[src/rtl/mul_pkg.sv]
// Shared definitions for the RV32M multiply sequencer: opcodes, FSM states
// and the one-entry operand/result cache entry.
package mul_pkg;

  localparam int unsigned MUL_XLEN = 32;

  // Same encoding as the multiplier's opcode input (funct3[1:0]).
  localparam logic [1:0] OP_MUL    = 2'b00;
  localparam logic [1:0] OP_MULH   = 2'b01;
  localparam logic [1:0] OP_MULHSU = 2'b10;
  localparam logic [1:0] OP_MULHU  = 2'b11;

  typedef enum logic [1:0] {
    IDLE  = 2'd0,
    BUSY  = 2'd1,
    RESP  = 2'd2,
    DRAIN = 2'd3
  } state_e;

  typedef struct packed {
    logic                valid;
    logic [1:0]          op;
    logic [MUL_XLEN-1:0] a;
    logic [MUL_XLEN-1:0] b;
    logic [MUL_XLEN-1:0] res;
  } cache_t;

endpackage

[src/rtl/mul_seq_ctrl_if.sv]
// Bundle of E-stage request, multiplier handshake and writeback signals.
// The sequencer takes the master view; the pipeline/multiplier side takes slave.
interface mul_seq_ctrl_if #(
  parameter int unsigned XLEN = 32
);
  logic            mul_reqE;
  logic [1:0]      mul_opE;
  logic [XLEN-1:0] srcAE;
  logic [XLEN-1:0] srcBE;
  logic [4:0]      rdE;
  logic            flushE;
  logic            mul_start;
  logic [1:0]      mul_opcode;
  logic [XLEN-1:0] mul_op1;
  logic [XLEN-1:0] mul_op2;
  logic            mul_done;
  logic [XLEN-1:0] mul_result;
  logic            stall_mul;
  logic            wb_valid;
  logic [4:0]      wb_rd;
  logic [XLEN-1:0] wb_data;
  logic            timeout_err;

  modport master (
    input  mul_reqE, mul_opE, srcAE, srcBE, rdE, flushE, mul_done, mul_result,
    output mul_start, mul_opcode, mul_op1, mul_op2, stall_mul,
           wb_valid, wb_rd, wb_data, timeout_err
  );

  modport slave (
    output mul_reqE, mul_opE, srcAE, srcBE, rdE, flushE, mul_done, mul_result,
    input  mul_start, mul_opcode, mul_op1, mul_op2, stall_mul,
           wb_valid, wb_rd, wb_data, timeout_err
  );
endinterface

[src/rtl/mul_seq_ctrl.sv]
// E-stage sequencer for the shared iterative multiplier: launches, stalls,
// returns results, survives flushes, caches the last result and guards hangs.
module mul_seq_ctrl
  import mul_pkg::*;
#(
  parameter bit          CACHE_EN       = 1'b1,
  parameter int unsigned TIMEOUT_CYCLES = 64,
  parameter int unsigned XLEN           = mul_pkg::MUL_XLEN
) (
  input  logic           clk,
  input  logic           rst,
  mul_seq_ctrl_if.master bus
);

  localparam int unsigned WD_W = $clog2(TIMEOUT_CYCLES) + 1;

  state_e          state_q, state_d;
  logic            wbValid_q, wbValid_d;
  logic [4:0]      wbRd_q, wbRd_d;
  logic [XLEN-1:0] wbData_q, wbData_d;
  logic            timeoutErr_q, timeoutErr_d;
  cache_t          cache_q, cache_d;
  logic [1:0]      flOp_q, flOp_d;
  logic [XLEN-1:0] flA_q, flA_d;
  logic [XLEN-1:0] flB_q, flB_d;
  logic [WD_W-1:0] wdog_q, wdog_d;

  logic mulStart;
  logic stall;
  logic newReq;
  logic cacheHit;
  logic wdExpired;

  assign newReq    = bus.mul_reqE && !bus.flushE;
  assign cacheHit  = CACHE_EN && cache_q.valid && (cache_q.op == bus.mul_opE) &&
                     (cache_q.a == bus.srcAE) && (cache_q.b == bus.srcBE);
  assign wdExpired = (wdog_q >= WD_W'(TIMEOUT_CYCLES - 1));

  always_comb begin
    state_d      = state_q;
    wbRd_d       = wbRd_q;
    wbData_d     = wbData_q;
    timeoutErr_d = timeoutErr_q;
    cache_d      = cache_q;
    flOp_d       = flOp_q;
    flA_d        = flA_q;
    flB_d        = flB_q;
    wdog_d       = wdog_q;
    mulStart     = 1'b0;
    stall        = 1'b0;

    unique case (state_q)
      IDLE: begin
        stall = newReq;
        if (newReq) begin
          wbRd_d = bus.rdE;
          if (cacheHit) begin
            wbData_d = cache_q.res;
            state_d  = RESP;
          end else begin
            mulStart = 1'b1;
            flOp_d   = bus.mul_opE;
            flA_d    = bus.srcAE;
            flB_d    = bus.srcBE;
            wdog_d   = '0;
            state_d  = BUSY;
          end
        end
      end
      BUSY: begin
        stall  = 1'b1;
        wdog_d = wdog_q + 1'b1;
        // A flush beats a coincident done: the result belongs to a killed instruction.
        if (bus.flushE) begin
          state_d = bus.mul_done ? IDLE : DRAIN;
        end else if (bus.mul_done) begin
          wbData_d = bus.mul_result;
          cache_d  = '{valid: 1'b1, op: flOp_q, a: flA_q, b: flB_q, res: bus.mul_result};
          state_d  = RESP;
        end else if (wdExpired) begin
          timeoutErr_d = 1'b1;
          wbData_d     = '0;
          state_d      = RESP;
        end
      end
      RESP: begin
        state_d = IDLE;
      end
      DRAIN: begin
        // The multiplier is still running the flushed op; hold any new request.
        stall  = newReq;
        wdog_d = wdog_q + 1'b1;
        if (bus.mul_done) begin
          state_d = IDLE;
        end else if (wdExpired) begin
          timeoutErr_d = 1'b1;
          state_d      = IDLE;
        end
      end
      default: state_d = IDLE;
    endcase

    wbValid_d = (state_d == RESP);
  end

  always_ff @(posedge clk) begin
    if (rst) begin
      state_q      <= IDLE;
      wbValid_q    <= 1'b0;
      wbRd_q       <= '0;
      wbData_q     <= '0;
      timeoutErr_q <= 1'b0;
      cache_q      <= '0;
      flOp_q       <= '0;
      flA_q        <= '0;
      flB_q        <= '0;
      wdog_q       <= '0;
    end else begin
      state_q      <= state_d;
      wbValid_q    <= wbValid_d;
      wbRd_q       <= wbRd_d;
      wbData_q     <= wbData_d;
      timeoutErr_q <= timeoutErr_d;
      cache_q      <= cache_d;
      flOp_q       <= flOp_d;
      flA_q        <= flA_d;
      flB_q        <= flB_d;
      wdog_q       <= wdog_d;
    end
  end

  assign bus.mul_start   = mulStart;
  assign bus.mul_opcode  = bus.mul_opE;
  assign bus.mul_op1     = bus.srcAE;
  assign bus.mul_op2     = bus.srcBE;
  assign bus.stall_mul   = stall;
  assign bus.wb_valid    = wbValid_q;
  assign bus.wb_rd       = wbRd_q;
  assign bus.wb_data     = wbData_q;
  assign bus.timeout_err = timeoutErr_q;

endmodule

[src/flat_wrapper.sv]
// flat-port wrapper written by rule: the top's interface ports become plain ports
module mul_seq_ctrl_flat import mul_pkg::*;
#(
  parameter bit          CACHE_EN       = 1'b1,
  parameter int unsigned TIMEOUT_CYCLES = 64,
  parameter int unsigned XLEN           = mul_pkg::MUL_XLEN
)
  (clk, rst, bus_mul_reqE, bus_mul_opE, bus_srcAE, bus_srcBE, bus_rdE, bus_flushE, bus_mul_done, bus_mul_result, bus_mul_start, bus_mul_opcode, bus_mul_op1, bus_mul_op2, bus_stall_mul, bus_wb_valid, bus_wb_rd, bus_wb_data, bus_timeout_err);
  mul_seq_ctrl_if #(.XLEN(XLEN)) bus_i ();
  input  logic clk;
  input  logic rst;
  input wire logic [$bits(bus_i.mul_reqE)-1:0] bus_mul_reqE;
  input wire logic [$bits(bus_i.mul_opE)-1:0] bus_mul_opE;
  input wire logic [$bits(bus_i.srcAE)-1:0] bus_srcAE;
  input wire logic [$bits(bus_i.srcBE)-1:0] bus_srcBE;
  input wire logic [$bits(bus_i.rdE)-1:0] bus_rdE;
  input wire logic [$bits(bus_i.flushE)-1:0] bus_flushE;
  input wire logic [$bits(bus_i.mul_done)-1:0] bus_mul_done;
  input wire logic [$bits(bus_i.mul_result)-1:0] bus_mul_result;
  output wire logic [$bits(bus_i.mul_start)-1:0] bus_mul_start;
  output wire logic [$bits(bus_i.mul_opcode)-1:0] bus_mul_opcode;
  output wire logic [$bits(bus_i.mul_op1)-1:0] bus_mul_op1;
  output wire logic [$bits(bus_i.mul_op2)-1:0] bus_mul_op2;
  output wire logic [$bits(bus_i.stall_mul)-1:0] bus_stall_mul;
  output wire logic [$bits(bus_i.wb_valid)-1:0] bus_wb_valid;
  output wire logic [$bits(bus_i.wb_rd)-1:0] bus_wb_rd;
  output wire logic [$bits(bus_i.wb_data)-1:0] bus_wb_data;
  output wire logic [$bits(bus_i.timeout_err)-1:0] bus_timeout_err;
  assign bus_i.mul_reqE = bus_mul_reqE;
  assign bus_i.mul_opE = bus_mul_opE;
  assign bus_i.srcAE = bus_srcAE;
  assign bus_i.srcBE = bus_srcBE;
  assign bus_i.rdE = bus_rdE;
  assign bus_i.flushE = bus_flushE;
  assign bus_i.mul_done = bus_mul_done;
  assign bus_i.mul_result = bus_mul_result;
  assign bus_mul_start = bus_i.mul_start;
  assign bus_mul_opcode = bus_i.mul_opcode;
  assign bus_mul_op1 = bus_i.mul_op1;
  assign bus_mul_op2 = bus_i.mul_op2;
  assign bus_stall_mul = bus_i.stall_mul;
  assign bus_wb_valid = bus_i.wb_valid;
  assign bus_wb_rd = bus_i.wb_rd;
  assign bus_wb_data = bus_i.wb_data;
  assign bus_timeout_err = bus_i.timeout_err;
  mul_seq_ctrl #(.CACHE_EN(CACHE_EN), .TIMEOUT_CYCLES(TIMEOUT_CYCLES), .XLEN(XLEN)) u_core (.clk(clk), .rst(rst), .bus(bus_i));
endmodule
[config.mk]
export PLATFORM = sky130hd
export DESIGN_NAME = mul_seq_ctrl_flat
export DESIGN_NICKNAME = d
export VERILOG_FILES = /design/src/rtl/mul_pkg.sv /design/src/rtl/mul_seq_ctrl_if.sv /design/src/rtl/mul_seq_ctrl.sv /design/src/flat_wrapper.sv
export SDC_FILE = /design/constraint.sdc
export NUM_CORES = 1
export LEC_CHECK = 0
export CAP_MARGIN = 20
export CORE_MARGIN = 5
export CORE_UTILIZATION = 60
export DETAILED_ROUTE_END_ITERATION = 6
export DONT_BUFFER_PORTS = 1
export HOLD_SLACK_MARGIN = 0.05
export MAX_ROUTING_LAYER = met4
export PLACE_DENSITY = 0.82
export SLEW_MARGIN = 20
export SYNTH_ARGS = -nofsm -noshare
export SYNTH_HDL_FRONTEND = slang
export SYNTH_SLANG_ARGS = --single-unit
[constraint.sdc]
create_clock -name clk -period 8.5 [get_ports clk]
set_clock_uncertainty 0.15 [all_clocks]
set_input_delay 0.425 -clock clk [delete_from_list [all_inputs] [get_ports clk]]
set_output_delay 0.425 -clock clk [all_outputs]
set_load 0.02 [all_outputs]
Word-level counts from Yosys, hierarchy flattened
Cells that the tools add are included.
W data, S select, Z words.
{"block": "op_classes", "bitwise": 2, "n_lt_le_gt_ge": 1, "muxes": 26, "n_reduce_logical": 17, "eq_ne": 12, "addsub": 1}
{"cell": "$mux W32", "count": 5}
{"cell": "$eq A32 B32 Y1", "count": 2}
{"cell": "$pmux W32 S2", "count": 1}
{"cell": "$mux W2", "count": 8}
{"cell": "$mux W7", "count": 2}
{"cell": "$pmux W7 S2", "count": 1}
{"cell": "$reduce_and A3 Y1", "count": 3}
{"cell": "$pmux W2 S4", "count": 1}
{"cell": "$add A7 B1 Y7 const B", "count": 1}
{"cell": "$ge A7 B6 Y1 const B", "count": 1}
{"cell": "$eq A2 B2 Y1 const B", "count": 3}
{"cell": "$mux W1", "count": 6}
{"cell": "$reduce_bool A2 Y1", "count": 3}
{"cell": "$reduce_and A5 Y1", "count": 1}
{"cell": "$logic_and A1 B1 Y1", "count": 4}
{"cell": "$ne A2 B1 Y1 const B", "count": 2}
{"cell": "$ne A2 B2 Y1 const B", "count": 2}
{"cell": "$pmux W1 S2", "count": 2}
{"cell": "$reduce_and A2 Y1", "count": 2}
{"cell": "$reduce_or A2 Y1", "count": 2}
{"cell": "$ne A3 B2 Y1 const B", "count": 1}
{"cell": "$eq A2 B1 Y1 const B", "count": 1}
{"cell": "$eq A2 B2 Y1", "count": 1}
{"cell": "$logic_not A2 Y1", "count": 1}
{"cell": "other kinds (2)", "count": 3}
{"block": "word_totals", "regBits": 213, "output_inout_bits": 107}

Depth between registers and ports, before layout
{"block": "depth", "word_depth": 8, "ltp_mapped": 10, "mapped_depth_nobuf": 8}

Worst setup path before layout
OpenSTA, ideal clock, no wires.
{"block": "synth_path", "kind": "input port to output port", "start": "input port bus_srcAE[21]", "end": "output port bus_mul_start", "stages": 9, "required_time_ns": 7.925, "path_slack_ns": 5.462, "arrival_time_ns": 2.463, "n_path_buf": 3, "path_cell_list": "inv_1 a221o_1 or4b_1 or4_4 o21bai_2 buf_4 buf_8 buf_8 inv_1"}
{"block": "synth_between", "elab_chain_cells": 6}
{"element": "start: declaration", "line_no": "flat_wrapper.sv:14", "rtl": "input wire logic [$bits(bus_i.srcAE)-1:0] bus_srcAE;"}
{"element": "$eq A32 B32 Y1", "line_no": "mul_seq_ctrl.sv:36", "rtl": "(cache_q.a == bus.srcAE) && (cache_q.b == bus.srcBE);"}
{"element": "$logic_and A1 B1 Y1", "line_no": "mul_seq_ctrl.sv:35", "rtl": "assign cacheHit = CACHE_EN && cache_q.valid && (cache_q.op == bus.mul_opE) &&"}
{"element": "$logic_and A1 B1 Y1", "line_no": "mul_seq_ctrl.sv:36"}
{"element": "$mux W1", "line_no": "mul_seq_ctrl.sv:57", "rtl": "if (cacheHit) begin"}
{"element": "$mux W1", "line_no": "mul_seq_ctrl.sv:55", "rtl": "if (newReq) begin"}
{"element": "$mux W1", "line_no": "mul_seq_ctrl.sv:52", "rtl": "unique case (state_q)"}
{"element": "end: declaration", "line_no": "flat_wrapper.sv:20", "rtl": "output wire logic [$bits(bus_i.mul_start)-1:0] bus_mul_start;"}
Every way passes these cells.

Worst setup path after layout
{"block": "layout_path", "start": "register u_core.cache_q[88] in the netlist's numbering", "end": "output port bus_mul_start"}
{"block": "layout_between", "elab_chain_cells": 6}
{"element": "start: declaration", "line_no": "mul_seq_ctrl.sv:22", "rtl": "cache_t cache_q, cache_d;"}
{"element": "start signal: assignment", "line_no": "mul_seq_ctrl.sv:124", "rtl": "cache_q <= cache_d;"}
{"element": "$eq A32 B32 Y1", "line_no": "mul_seq_ctrl.sv:36"}
{"element": "$logic_and A1 B1 Y1", "line_no": "mul_seq_ctrl.sv:35"}
{"element": "$logic_and A1 B1 Y1", "line_no": "mul_seq_ctrl.sv:36"}
{"element": "$mux W1", "line_no": "mul_seq_ctrl.sv:57"}
{"element": "$mux W1", "line_no": "mul_seq_ctrl.sv:55"}
{"element": "$mux W1", "line_no": "mul_seq_ctrl.sv:52"}
Every way passes these cells.

==> reports/metrics.yaml <==
setup_path:
  cp.arrival_ns: 3.65
  slowest_stage: "o21bai_4"
  max_stage_delay_ns: 0.90
  worstPathRequired_ns: 7.93
  r2r_cells: 8
  path_max_fanout: 30
  cp-end-kind: "output pin"
  start_kind: "flop"
  crit_family: "simple AND/OR/NAND/NOR gates"
  path_cells: "nor2b_1 -> a221o_1 -> or4b_1 -> or4_4 -> o21bai_4 -> inv_1"
  critPathKind: "reg2out"
  worst-path-buf-inv: 1
  cp.depth: 6
sta:
  setup_viol: 0
  fmax_mhz: 236.4
  worstMarginPinSlew_ns: 1.118
  slew_viol_final: 0
  slew_headroom_pct: 25.30
  setup_tns_ns: 0
  period_needed_ns: 4.230
  rsz0062_at_grt: "false"
  hold_viol_final: 0
  period_share_pct: 49.76
synthesis:
  synth-main-ff-cell: "dfxtp_1"
  yosys.cell_types.count: 45
  syn_nets: 1261
  yosysSeqAreaShare_pct: 44.13
  ys_top_cells_by_area: "dfxtp_1 44%, nand2_1 8.2%, a21oi_1 7.5%"
  synth_edf_count: 0
  async_flop_share_pct: 0
  synthesis.instances: 1148
  ys_warn_count: 0
  netlist.area_leader.share_pct: 44.13
  netlist.top_cell.by_area: "dfxtp_1"
  post_synth.cell_area_avg_um2: 8.417
  synth_seq_cells: 213
  syn_area_um2: 9663
grt:
  grt_util_met3_pct: 5.809
  gr-total-overflow: 0
  grt_use_met2_pct: 46.80
  gr-usage-met1_pct: 31.33
  gr-usage-all-layers_pct: 27.00
  grt_pass1_vias: 7551
  busiest_layer: "met2"
  antenna_found_initial: 0
  grt_pass1_wl_mm: 39.53
  grt_max_degree: 212
min_path:
  hold_depth: 3
  min_path_type: "in2reg"
drt:
  drtPass1Iterations: 5
  first_iter_violations: 613
  ant_nets: 0
  wl_per_cell_um: 18.68
  vias_per_cell: 5.830
  via_count: 7934
  drt-total-wl_mm: 25.42
  drc_errors: 0
pwr:
  p_leak_uw: 0.004139
  p_per_area_nw_per_um2: 197.8
  max-vdd-ir-drop_uv: 166.7
clocking:
  clock_latency_ns: 0.50
  cts-root-buf: "clkbuf_16"
  clk_path_buf_depth: 3
  path_clk_slew_ns: 0.06
  h-tree-depth: 1
  cts_setup_buffers: 0
  clock_sinks: 213
  cts_tree: "yes"
  cts_buffers: 22
  cts_resized: 0
outcome:
  outcome: "finished clean"
job:
  maxCapViolCount: 0
placement:
  dpl.hpwl_mm: 14.77
  port-buffer-count: 0
  gp_congestion: 0.9644
  placed_area_um2: 9190
die:
  start_util_pct: 61.05
  num_rows: 46
  io_pins: 215
  fp.dieW_um: 136.9
  die_y_um: 136.9
  core_um2: 15830
  dieArea_um2: 18740
layout:
  num-nets-final: 1248
  final_cell_mix: "213 x dfxtp_1, 211 x nand2_1, 145 x a21oi_1"
  final_common_cell: "dfxtp_1"
  syn_to_final_growth_pct: 12.94
  design_area_um2: 10910
  antennaDiodeCount: 0
  drive_above_1_share_pct: 4.803
-- cell families (layout without fill, tap and decap cells) --
| family | Yosys count | count (layout) | synth area share [%] |
|---|---|---|---|
| AO/OA/AOI/OAI | 233 | 233 | 14.54 |
| XOR/XNOR | 61 | 61 | 5.529 |
| adder cells (fa/ha/maj) | 5 | 5 | 0.6474 |
| buffers and inverters | 160 | 157 | 9.297 |
| flip-flops | 213 | 213 | 44.13 |
| multiplexers | 66 | 66 | 6.837 |
| AND/OR/NAND/NOR | 410 | 410 | 19.02 |
-- cell usage after synthesis (all sizes together), types with 16 or more instances --
master,number
nand2,211
a21oi,145
xnor2,16
mux2i,66
buf,83
clkbuf,65
xor2,45
nor2b,48
nor4,19
a311oi,32
nor2,88
a31oi,35
dfxtp,213
-- per-stage QoR --
stage / power, µW / utilization (%) / hold WS, ns / std cells / setup WS [ns]
2_1_floorplan: 1251 / - / 0.2815 / 1148 / 5.462
3_3_place_gp: 1214 / 57.81 / 0.2809 / 1221 / 4.356
3_5_place_dp: 1220 / 58.06 / 0.2856 / 1223 / 4.369
4_1_cts: 2163 / 68.95 / 0.05478 / 1361 / 4.265
5_1_grt: 2233 / 68.95 / 0.06709 / 1361 / 4.169
6_report: 2159 / 68.95 / 0.05498 / 1361 / 4.270
-- path summary, 6_finish.rpt --
path	from	endpoint	slack, ns
worst max-delay path	u_core.cache_q[88]$_SDFFE_PP0P_	bus_mul_start	4.27
worst min-delay path	bus_flushE	u_core.bus.timeout_err$_SDFFE_PP0P_	0.05
worst max register to register	u_core.cache_q[88]$_SDFFE_PP0P_	u_core.flA_q[18]$_SDFFE_PP0P_	4.32
worst min register to register	u_core.flB_q[20]$_SDFFE_PP0P_	u_core.cache_q[52]$_SDFFE_PP0P_	0.28
-- worst min-delay path, delay by kind of cell --
kind               cells  cell delay (ns)
and+or+nand+nor        1             0.04
AOI/OAI and AO/OA      2             0.20
-- registers in the layout, summed over array words and instances (netlist names) --
name	flops
u_core.bus.wb_rd	5
u_core.state_q	2
u_core.bus.timeout_err	1
u_core.wdog_q	7
u_core.flA_q	32
u_core.flB_q	32
u_core.flOp_q	2
u_core.bus.wb_data	32
u_core.bus.wb_valid	1
u_core.cache_q	99
-- routing by layer --
| metal | routed length (µm) | vias to the layer above | share of wire (%) |
|---|---|---|---|
| met4 | 760 | 0 | 3.0 |
| met1 | 9872 | 3709 | 39 |
| li1 | - | 3836 | - |
| met3 | 2232 | 63 | 8.8 |
| met2 | 12560 | 326 | 49 |
| met5 | 0 | - | 0 |
-- cell type report --
type	count	area (µm²)
clock inverters	4	22.52
clock buffers	30	641.9
repair buffers	111	1136
inverters	12	45.04
fillers	1173	4915
flip-flops and latches	213	4264
well taps	216	270.3
multi-input cells	775	4533
-- timing repair --
action                                  4_1_cts  5_1_grt
endpoints found under the setup margin        0        0
hold buffers                                104        0
hold endpoints to repair                    211        0
-- power by group --
group	switching, µW	internal (µW)
Sequential	28.7	1030
Combinational	117	88.3
Clock	374	522
Total	520	1640
Note: power is estimated with default switching activity, not from simulation.
